## src/rtl/dsp_tone_detector.sv

```systemverilog
`default_nettype none
// ============================================================================
// Module   : dsp_tone_detector
// Brief    : Moving-average smoother, hysteresis thresholds and a
//            consecutive-frame debounce on Goertzel magnitudes. Produces a
//            clean tone_present level plus tone_rise / tone_fall pulses.
// Options  : TONE_PEAK_HOLD_EN - when defined, peak_mag holds the largest
//            average seen while the tone is present; otherwise peak_mag is 0.
// Revision : 1.0 - initial release
// ============================================================================
module dsp_tone_detector #(
  parameter int MAG_W      = 16,
  parameter int AVG_LEN    = 4,
  parameter int AVG_BITS   = 2,
  parameter int ON_THRESH  = 1000,
  parameter int OFF_THRESH = 600,
  parameter int HOLD_CNT   = 3
) (
  input  logic             sys_clk,
  input  logic             sys_rst,
  input  logic             mag_rdy,
  input  logic [MAG_W-1:0] goertzel_mag,
  output logic [MAG_W-1:0] avg_mag,
  output logic             avg_valid,
  output logic             tone_present,
  output logic             tone_rise,
  output logic             tone_fall,
  output logic [MAG_W-1:0] peak_mag
);

  // Running sum is wide enough to hold AVG_LEN full-scale samples.
  localparam int SUM_W  = MAG_W + AVG_BITS;
  // The pointer keeps at least one bit so AVG_LEN == 1 stays legal; the
  // ring is sized to the pointer range so every index is in bounds.
  localparam int PTR_W  = (AVG_BITS > 0) ? AVG_BITS : 1;
  localparam int DEPTH  = 1 << PTR_W;
  localparam int FILL_W = AVG_BITS + 1;

  localparam logic [PTR_W-1:0]  c_PTR_LAST  = PTR_W'(AVG_LEN - 1);
  localparam logic [FILL_W-1:0] c_FILL_FULL = FILL_W'(AVG_LEN);
  localparam logic [MAG_W-1:0]  c_ON        = MAG_W'(ON_THRESH);
  localparam logic [MAG_W-1:0]  c_OFF       = MAG_W'(OFF_THRESH);
  localparam logic [3:0]        c_HOLD      = 4'(HOLD_CNT);

  typedef enum logic [1:0] {
    QUIET     = 2'd0,
    ARMING    = 2'd1,
    ACTIVE    = 2'd2,
    RELEASING = 2'd3
  } state_t;

  // ---------------------------------------------------------------- averaging
  logic [MAG_W-1:0]  buf_q [DEPTH];
  logic [SUM_W-1:0]  sum_q, sum_d;
  logic [PTR_W-1:0]  ptr_q, ptr_d;
  logic [FILL_W-1:0] fill_q, fill_d;
  logic [MAG_W-1:0]  avg_q, avg_d;
  logic              avg_valid_q, avg_valid_d;

  // Replace the oldest sample in the window and derive the new average.
  always_comb begin
    sum_d       = sum_q;
    ptr_d       = ptr_q;
    fill_d      = fill_q;
    avg_d       = avg_q;
    avg_valid_d = 1'b0;
    if (mag_rdy) begin
      sum_d       = sum_q - SUM_W'(buf_q[ptr_q]) + SUM_W'(goertzel_mag);
      ptr_d       = (ptr_q == c_PTR_LAST) ? '0 : ptr_q + 1'b1;
      fill_d      = (fill_q == c_FILL_FULL) ? fill_q : fill_q + 1'b1;
      avg_d       = sum_d[SUM_W-1:AVG_BITS];
      avg_valid_d = (fill_d == c_FILL_FULL);
    end
  end

  // Window storage, running sum and average registers.
  always_ff @(posedge sys_clk) begin
    if (sys_rst) begin
      for (int i = 0; i < DEPTH; i++) begin
        buf_q[i] <= '0;
      end
      sum_q       <= '0;
      ptr_q       <= '0;
      fill_q      <= '0;
      avg_q       <= '0;
      avg_valid_q <= 1'b0;
    end else begin
      if (mag_rdy) begin
        buf_q[ptr_q] <= goertzel_mag;
      end
      sum_q       <= sum_d;
      ptr_q       <= ptr_d;
      fill_q      <= fill_d;
      avg_q       <= avg_d;
      avg_valid_q <= avg_valid_d;
    end
  end

  // ---------------------------------------------------------------- detection
  state_t     state_q, state_d;
  logic [3:0] cnt_q, cnt_d;
  logic       present_q, present_d;
  logic       rise_q, rise_d;
  logic       fall_q, fall_d;

  // Hysteresis/debounce decision, taken once per full-window average.
  always_comb begin
    state_d   = state_q;
    cnt_d     = cnt_q;
    present_d = present_q;
    rise_d    = 1'b0;
    fall_d    = 1'b0;
    if (avg_valid_q) begin
      case (state_q)
        QUIET: begin
          if (avg_q >= c_ON) begin
            if (c_HOLD == 4'd1) begin
              state_d   = ACTIVE;
              cnt_d     = '0;
              present_d = 1'b1;
              rise_d    = 1'b1;
            end else begin
              state_d = ARMING;
              cnt_d   = 4'd1;
            end
          end
        end
        ARMING: begin
          if (avg_q >= c_ON) begin
            if ((cnt_q + 4'd1) == c_HOLD) begin
              state_d   = ACTIVE;
              cnt_d     = '0;
              present_d = 1'b1;
              rise_d    = 1'b1;
            end else begin
              cnt_d = cnt_q + 4'd1;
            end
          end else begin
            state_d = QUIET;
            cnt_d   = '0;
          end
        end
        ACTIVE: begin
          if (avg_q < c_OFF) begin
            if (c_HOLD == 4'd1) begin
              state_d   = QUIET;
              cnt_d     = '0;
              present_d = 1'b0;
              fall_d    = 1'b1;
            end else begin
              state_d = RELEASING;
              cnt_d   = 4'd1;
            end
          end
        end
        RELEASING: begin
          if (avg_q < c_OFF) begin
            if ((cnt_q + 4'd1) == c_HOLD) begin
              state_d   = QUIET;
              cnt_d     = '0;
              present_d = 1'b0;
              fall_d    = 1'b1;
            end else begin
              cnt_d = cnt_q + 4'd1;
            end
          end else begin
            state_d = ACTIVE;
            cnt_d   = '0;
          end
        end
        default: begin
          state_d   = QUIET;
          cnt_d     = '0;
          present_d = 1'b0;
        end
      endcase
    end
  end

  // Detection state and event registers; reset never emits a fall pulse.
  always_ff @(posedge sys_clk) begin
    if (sys_rst) begin
      state_q   <= QUIET;
      cnt_q     <= '0;
      present_q <= 1'b0;
      rise_q    <= 1'b0;
      fall_q    <= 1'b0;
    end else begin
      state_q   <= state_d;
      cnt_q     <= cnt_d;
      present_q <= present_d;
      rise_q    <= rise_d;
      fall_q    <= fall_d;
    end
  end

  // --------------------------------------------------------------- peak hold
`ifdef TONE_PEAK_HOLD_EN
  logic [MAG_W-1:0] peak_q, peak_d;

  // Seed with the average that caused the rise, then track the maximum.
  always_comb begin
    peak_d = peak_q;
    if (rise_d) begin
      peak_d = avg_q;
    end else if (present_q && (avg_q > peak_q)) begin
      peak_d = avg_q;
    end
  end

  // Peak register; keeps its value after the tone falls.
  always_ff @(posedge sys_clk) begin
    if (sys_rst) begin
      peak_q <= '0;
    end else begin
      peak_q <= peak_d;
    end
  end

  assign peak_mag = peak_q;
`else
  assign peak_mag = '0;
`endif

  assign avg_mag      = avg_q;
  assign avg_valid    = avg_valid_q;
  assign tone_present = present_q;
  assign tone_rise    = rise_q;
  assign tone_fall    = fall_q;

endmodule
`default_nettype wire

```

## config.mk

```make
export PLATFORM = sky130hd
export DESIGN_NAME = dsp_tone_detector
export DESIGN_NICKNAME = d
export VERILOG_FILES = /design/src/rtl/dsp_tone_detector.sv
export SDC_FILE = /design/constraint.sdc
export NUM_CORES = 1
export LEC_CHECK = 0
export ABC_AREA = 1
export BUFFER_PORTS_ARGS = -buffer_cell sky130_fd_sc_hd__buf_2
export CORE_MARGIN = 5
export CORE_UTILIZATION = 51
export CTS_CLUSTER_DIAMETER = 120
export CTS_CLUSTER_SIZE = 10
export DETAILED_ROUTE_END_ITERATION = 8
export PLACE_DENSITY = 0.7
export SLEW_MARGIN = 25
export SYNTH_ARGS = -nofsm -noshare
export SYNTH_HDL_FRONTEND = slang
export SYNTH_SLANG_ARGS = --single-unit
```

## constraint.sdc

```tcl
create_clock -name sys_clk -period 3.5 [get_ports sys_clk]
set_clock_uncertainty 0.15 [all_clocks]
set_input_delay 0.35 -clock sys_clk [delete_from_list [all_inputs] [get_ports sys_clk]]
set_output_delay 0.35 -clock sys_clk [all_outputs]
set_load 0.01 [all_outputs]
```

==> results <==
- From synthesis to final layout, the design area changed by 8.522%.
- In this run the critical register-to-register path is captured at sum_q[12].
- Setup repair after global routing left no endpoint under its margin.
- The class of the worst hold path is input port to flop.
- The area share of the leading cell type in the synthesized netlist is 32.81%.
- The violation count after the first detailed-routing iteration is 442.
- TritonCTS built the clock tree.
- The synthesized netlist devotes 11.68% of its cell area to compound gates.
- The sum of negative setup slack is 0 ns.
- The iteration count of the initial detailed-routing pass is 5.
- Summed over all layers, the routed wires come to 13.48 mm.
- The number of stages on the worst hold path is 4.
- Entering global routing, the biggest net connects 33 pins.
- After clock tree synthesis, the setup repair step added 0 buffers.
- The number of inserted diodes is 0.
- The overall die area is 0.01373 mm^2.
- The register-to-register setup slack is 0.29 ns.
- The peak fanout along the critical path is 32.
- By area the synthesized netlist is led by sky130_fd_sc_hd__edfxtp_1, sky130_fd_sc_hd__dfxtp_1, sky130_fd_sc_hd__nor2_1, sky130_fd_sc_hd__inv_1, sky130_fd_sc_hd__nand2_1.
- The weighted congestion reported at the end of routability-driven placement is 0.8968.
- The flow ran to the end, and the final reports show no timing, DRC or antenna violations.
- Static timing analysis puts the maximum clock frequency at 311.6 MHz.
- The clock reaches the later pin of the worst-skew pair after 0.36 ns.
- The floorplan has 39 rows.
- In this run the power density over the cells is 702.0 mW/mm^2.
- The most frequent standard cell in the layout excluding fill and tap cells is sky130_fd_sc_hd__nor2_1.
- The total of cells resized after clock tree synthesis is 0.
- The routed layout has 4627 vias.
- The total of warnings raised by yosys is 0.
- The startpoint of the tightest hold check path is goertzel_mag[0].
- The wire length per cell is 15.28 um.
- After detailed routing, the number of remaining DRC violations is 0.
- Summing the areas of all fa, ha and maj instances in the mapped netlist gives 10.81% of the synthesized area.
- For hold timing, the worst endpoint is sum_q[0].
- The dominant combinational cell family by area after synthesis is simple AND/OR/NAND/NOR gates.
- The actual transition at the worst max-transition pin is 0.5907 ns.
- The number of endpoints with negative hold slack in the final report came to 0.
- During placement, the flow inserted port buffers numbering 38.
- The number of routed nets with antenna violations is 0.
- The final clock period utilization by the worst path is 91.68%.
- The TritonCTS buffer count is 9.
- The total area inside the core boundary comes to 0.01132 mm^2.
- The cell count after synthesis is 706.
- The first global-routing pass estimated 21.71 mm of wire.
- The final max-slew violation count was 0.
- The max capacitance violation total is 0.
- At the worst endpoint, the arrival time is 3.31 ns.
- The final critical delay including setup and external delays is 3.209 ns.
- STA classifies the critical path endpoint as a flop.
- Setup violations remaining at the end of the flow were counted as 0.
- The final global-route overflow total is 0.
- STA classifies the critical path startpoint as a flop.
- The leakage component of the power is 3.000 nW.
- The signal on the critical path passes through inv_1, buf_4, o21ai_0, o22ai_1, ha_1, inv_1, ha_1, inv_1, fa_1, o21ai_2, nand2_1, nand2_2, nand2_1, nand2_1, nand2_1, nand2_1, nand2_1, nand3_1, nand2_1.
- The die height is 117.2 um.
- The placed wire-length estimate is 9.695 mm.
- The average via count per standard cell is 5.246.
- sky130_fd_sc_hd__edfxtp_1 takes more of the synthesized area than any other cell.
- The worst-case vdd ir drop is 433.0 uV.
- The number of sinks handled by clock tree synthesis is 99.
- Sequential cells were found to cover 44.77% of the synthesized design area.
- The required time of the worst setup path is 3.60 ns.
- The worst setup path category is flop to flop.
- The multiplexer share of the synthesized area is 0%.
- The initial antenna violation count is 0.
- The overall fraction of global-route tracks in use is 20.82%.
- Headroom to the max-slew limit came out at 60.56%.
- The synthesized netlist occupies a cell area of 0.005858 mm^2.
- The layout cell share with drive strength beyond 1 is 11.77%.
- In this run the mean area of a mapped cell was 8.298 um^2.
- Across all hold checks on the routed design, the worst slack comes to 0.2144 ns.
- The number of library cell types mapped by synthesis is 37.
- The maximum level of the CTS H-tree is 3.
- The via count of the first global-routing pass is 4424.
- The initial core utilization is 51.75%.
- After Yosys synthesis, and, or, nand and nor cells account for 19.61% of the synthesized area.
- In the layout the commonest cells are sky130_fd_sc_hd__nor2_1, sky130_fd_sc_hd__inv_1, sky130_fd_sc_hd__nand2_1.
- The top-level I/O count is 55.
- At the end of the flow, the number of nets in the layout was 794.
- Counting along the longest clock path gives a buffer depth of 2.
- Of the total synthesized cell area, the portion taken by XOR and XNOR cells is 0.4485%.
- The cts-stage hold buffer count is 0.
- The master of the slowest instance on the critical path is sky130_fd_sc_hd__fa_1.
- The die is 117.2 um wide.
- The largest stage delay on the critical path is 0.41 ns.
- The clock transition time at the flip-flop clock pins of the worst setup and hold paths is 0.08 ns.
- The cell at the root of the clock tree is sky130_fd_sc_hd__clkbuf_16.
- The fraction of the core area covered by cells at the end of the flow is 56.16%.
- The number of cells on the worst reg-to-reg path is 19.
- After synthesis the netlist holds a flip-flop and latch count of 99.
- Counting stages on the worst path, the most repeated cell is sky130_fd_sc_hd__nand2_1.
==> cell type report <==
| class | instances | area [um^2] |
|---|---|---|
| Fill cell | 1029 | 4964 |
| Multi-Input combinational cell | 458 | 2557 |
| Clock inverter | 7 | 57.56 |
| Tap cell | 143 | 178.9 |
| Inverter | 116 | 435.4 |
| Sequential cell | 99 | 2623 |
| Timing Repair Buffer | 50 | 280.3 |
| Clock buffer | 9 | 225.2 |
==> Yosys cell counts (all sizes together) <==
library cell / n
a21boi: 2
a21o: 3
a21oi: 26
a31oi: 2
and2: 1
buf: 38
clkbuf: 10
clkinv: 1
conb: 1
dfxtp: 35
edfxtp: 64
fa: 16
ha: 25
inv: 115
nand2: 96
nand3: 29
nand3b: 1
nor2: 142
nor3: 4
o211ai: 1
o21a: 1
o21ai: 62
o21bai: 4
o22ai: 22
o31ai: 1
or2: 1
xor2: 3
==> layer usage <==
layer	GRT usage (%)	vias up	share of wire [%]
met5	0	-	0
met4	5.657	0	1.5
met3	4.936	16	5.8
met2	32.88	124	46
met1	28.89	2195	46
li1	-	2292	-
==> where the power goes <==
part / internal [mW] / switching, mW / leakage (nW)
combinational: 0.715 / 1.30 / 1.91
clock: 0.495 / 0.468 / 0.142
sequential: 1.39 / 0.0939 / 0.952
==> worst max-delay path, delay by kind of cell (launching register included) <==
family,cells,cell delay [ns]
compound gates,3,0.58
fa+ha+maj,3,0.89
buf+inv,4,0.48
flops,1,0.33
simple gates,9,0.69
==> cell families (layout without fill, tap and decap cells) <==
kind of cell / count (synthesis) / in the layout
fa+ha+maj: 41 / 41
other cells: 1 / 16
compound gates: 124 / 124
flops: 99 / 99
xor+xnor: 3 / 3
buf+inv: 164 / 182
simple gates: 274 / 274
==> registers in the layout, indices dropped and copies added, names as in the netlist, named ones only <==
signal,cells
tone_present,1
state_q,2
fill_q,3
cnt_q,4
tone_rise,1
avg_valid,1
sum_q,18
tone_fall,1
buf_q,64
ptr_q,2
==> per-stage QoR <==
| step | cells | worst slack (ns) | total power, mW | instance area, um^2 |
|---|---|---|---|---|
| after floorplan | 721 | 0.6491 | 3.111 | 5914 |
| after global placement | 866 | 0.4120 | 3.463 | 6075 |
| after detailed placement | 866 | 0.3203 | 3.496 | 6075 |
| after CTS | 882 | 0.3084 | 4.471 | 6357 |
| after global routing | 882 | 0.01842 | 4.845 | 6357 |
| final | 882 | 0.2912 | 4.463 | 6357 |
==> how the worst max path moves through the flow <==
stage               slack, ns  start  cells past startpoint   endpoint
floorplan                0.65   flop                     16  sum_q[16]
CTS                      0.31   flop                     18  sum_q[12]
global placement         0.41   flop                     18  sum_q[12]
finish                   0.29   flop                     19  sum_q[12]
global route             0.02   flop                     18  sum_q[12]
detailed placement       0.32   flop                     18  sum_q[12]
(Power assumes the default switching activity.)
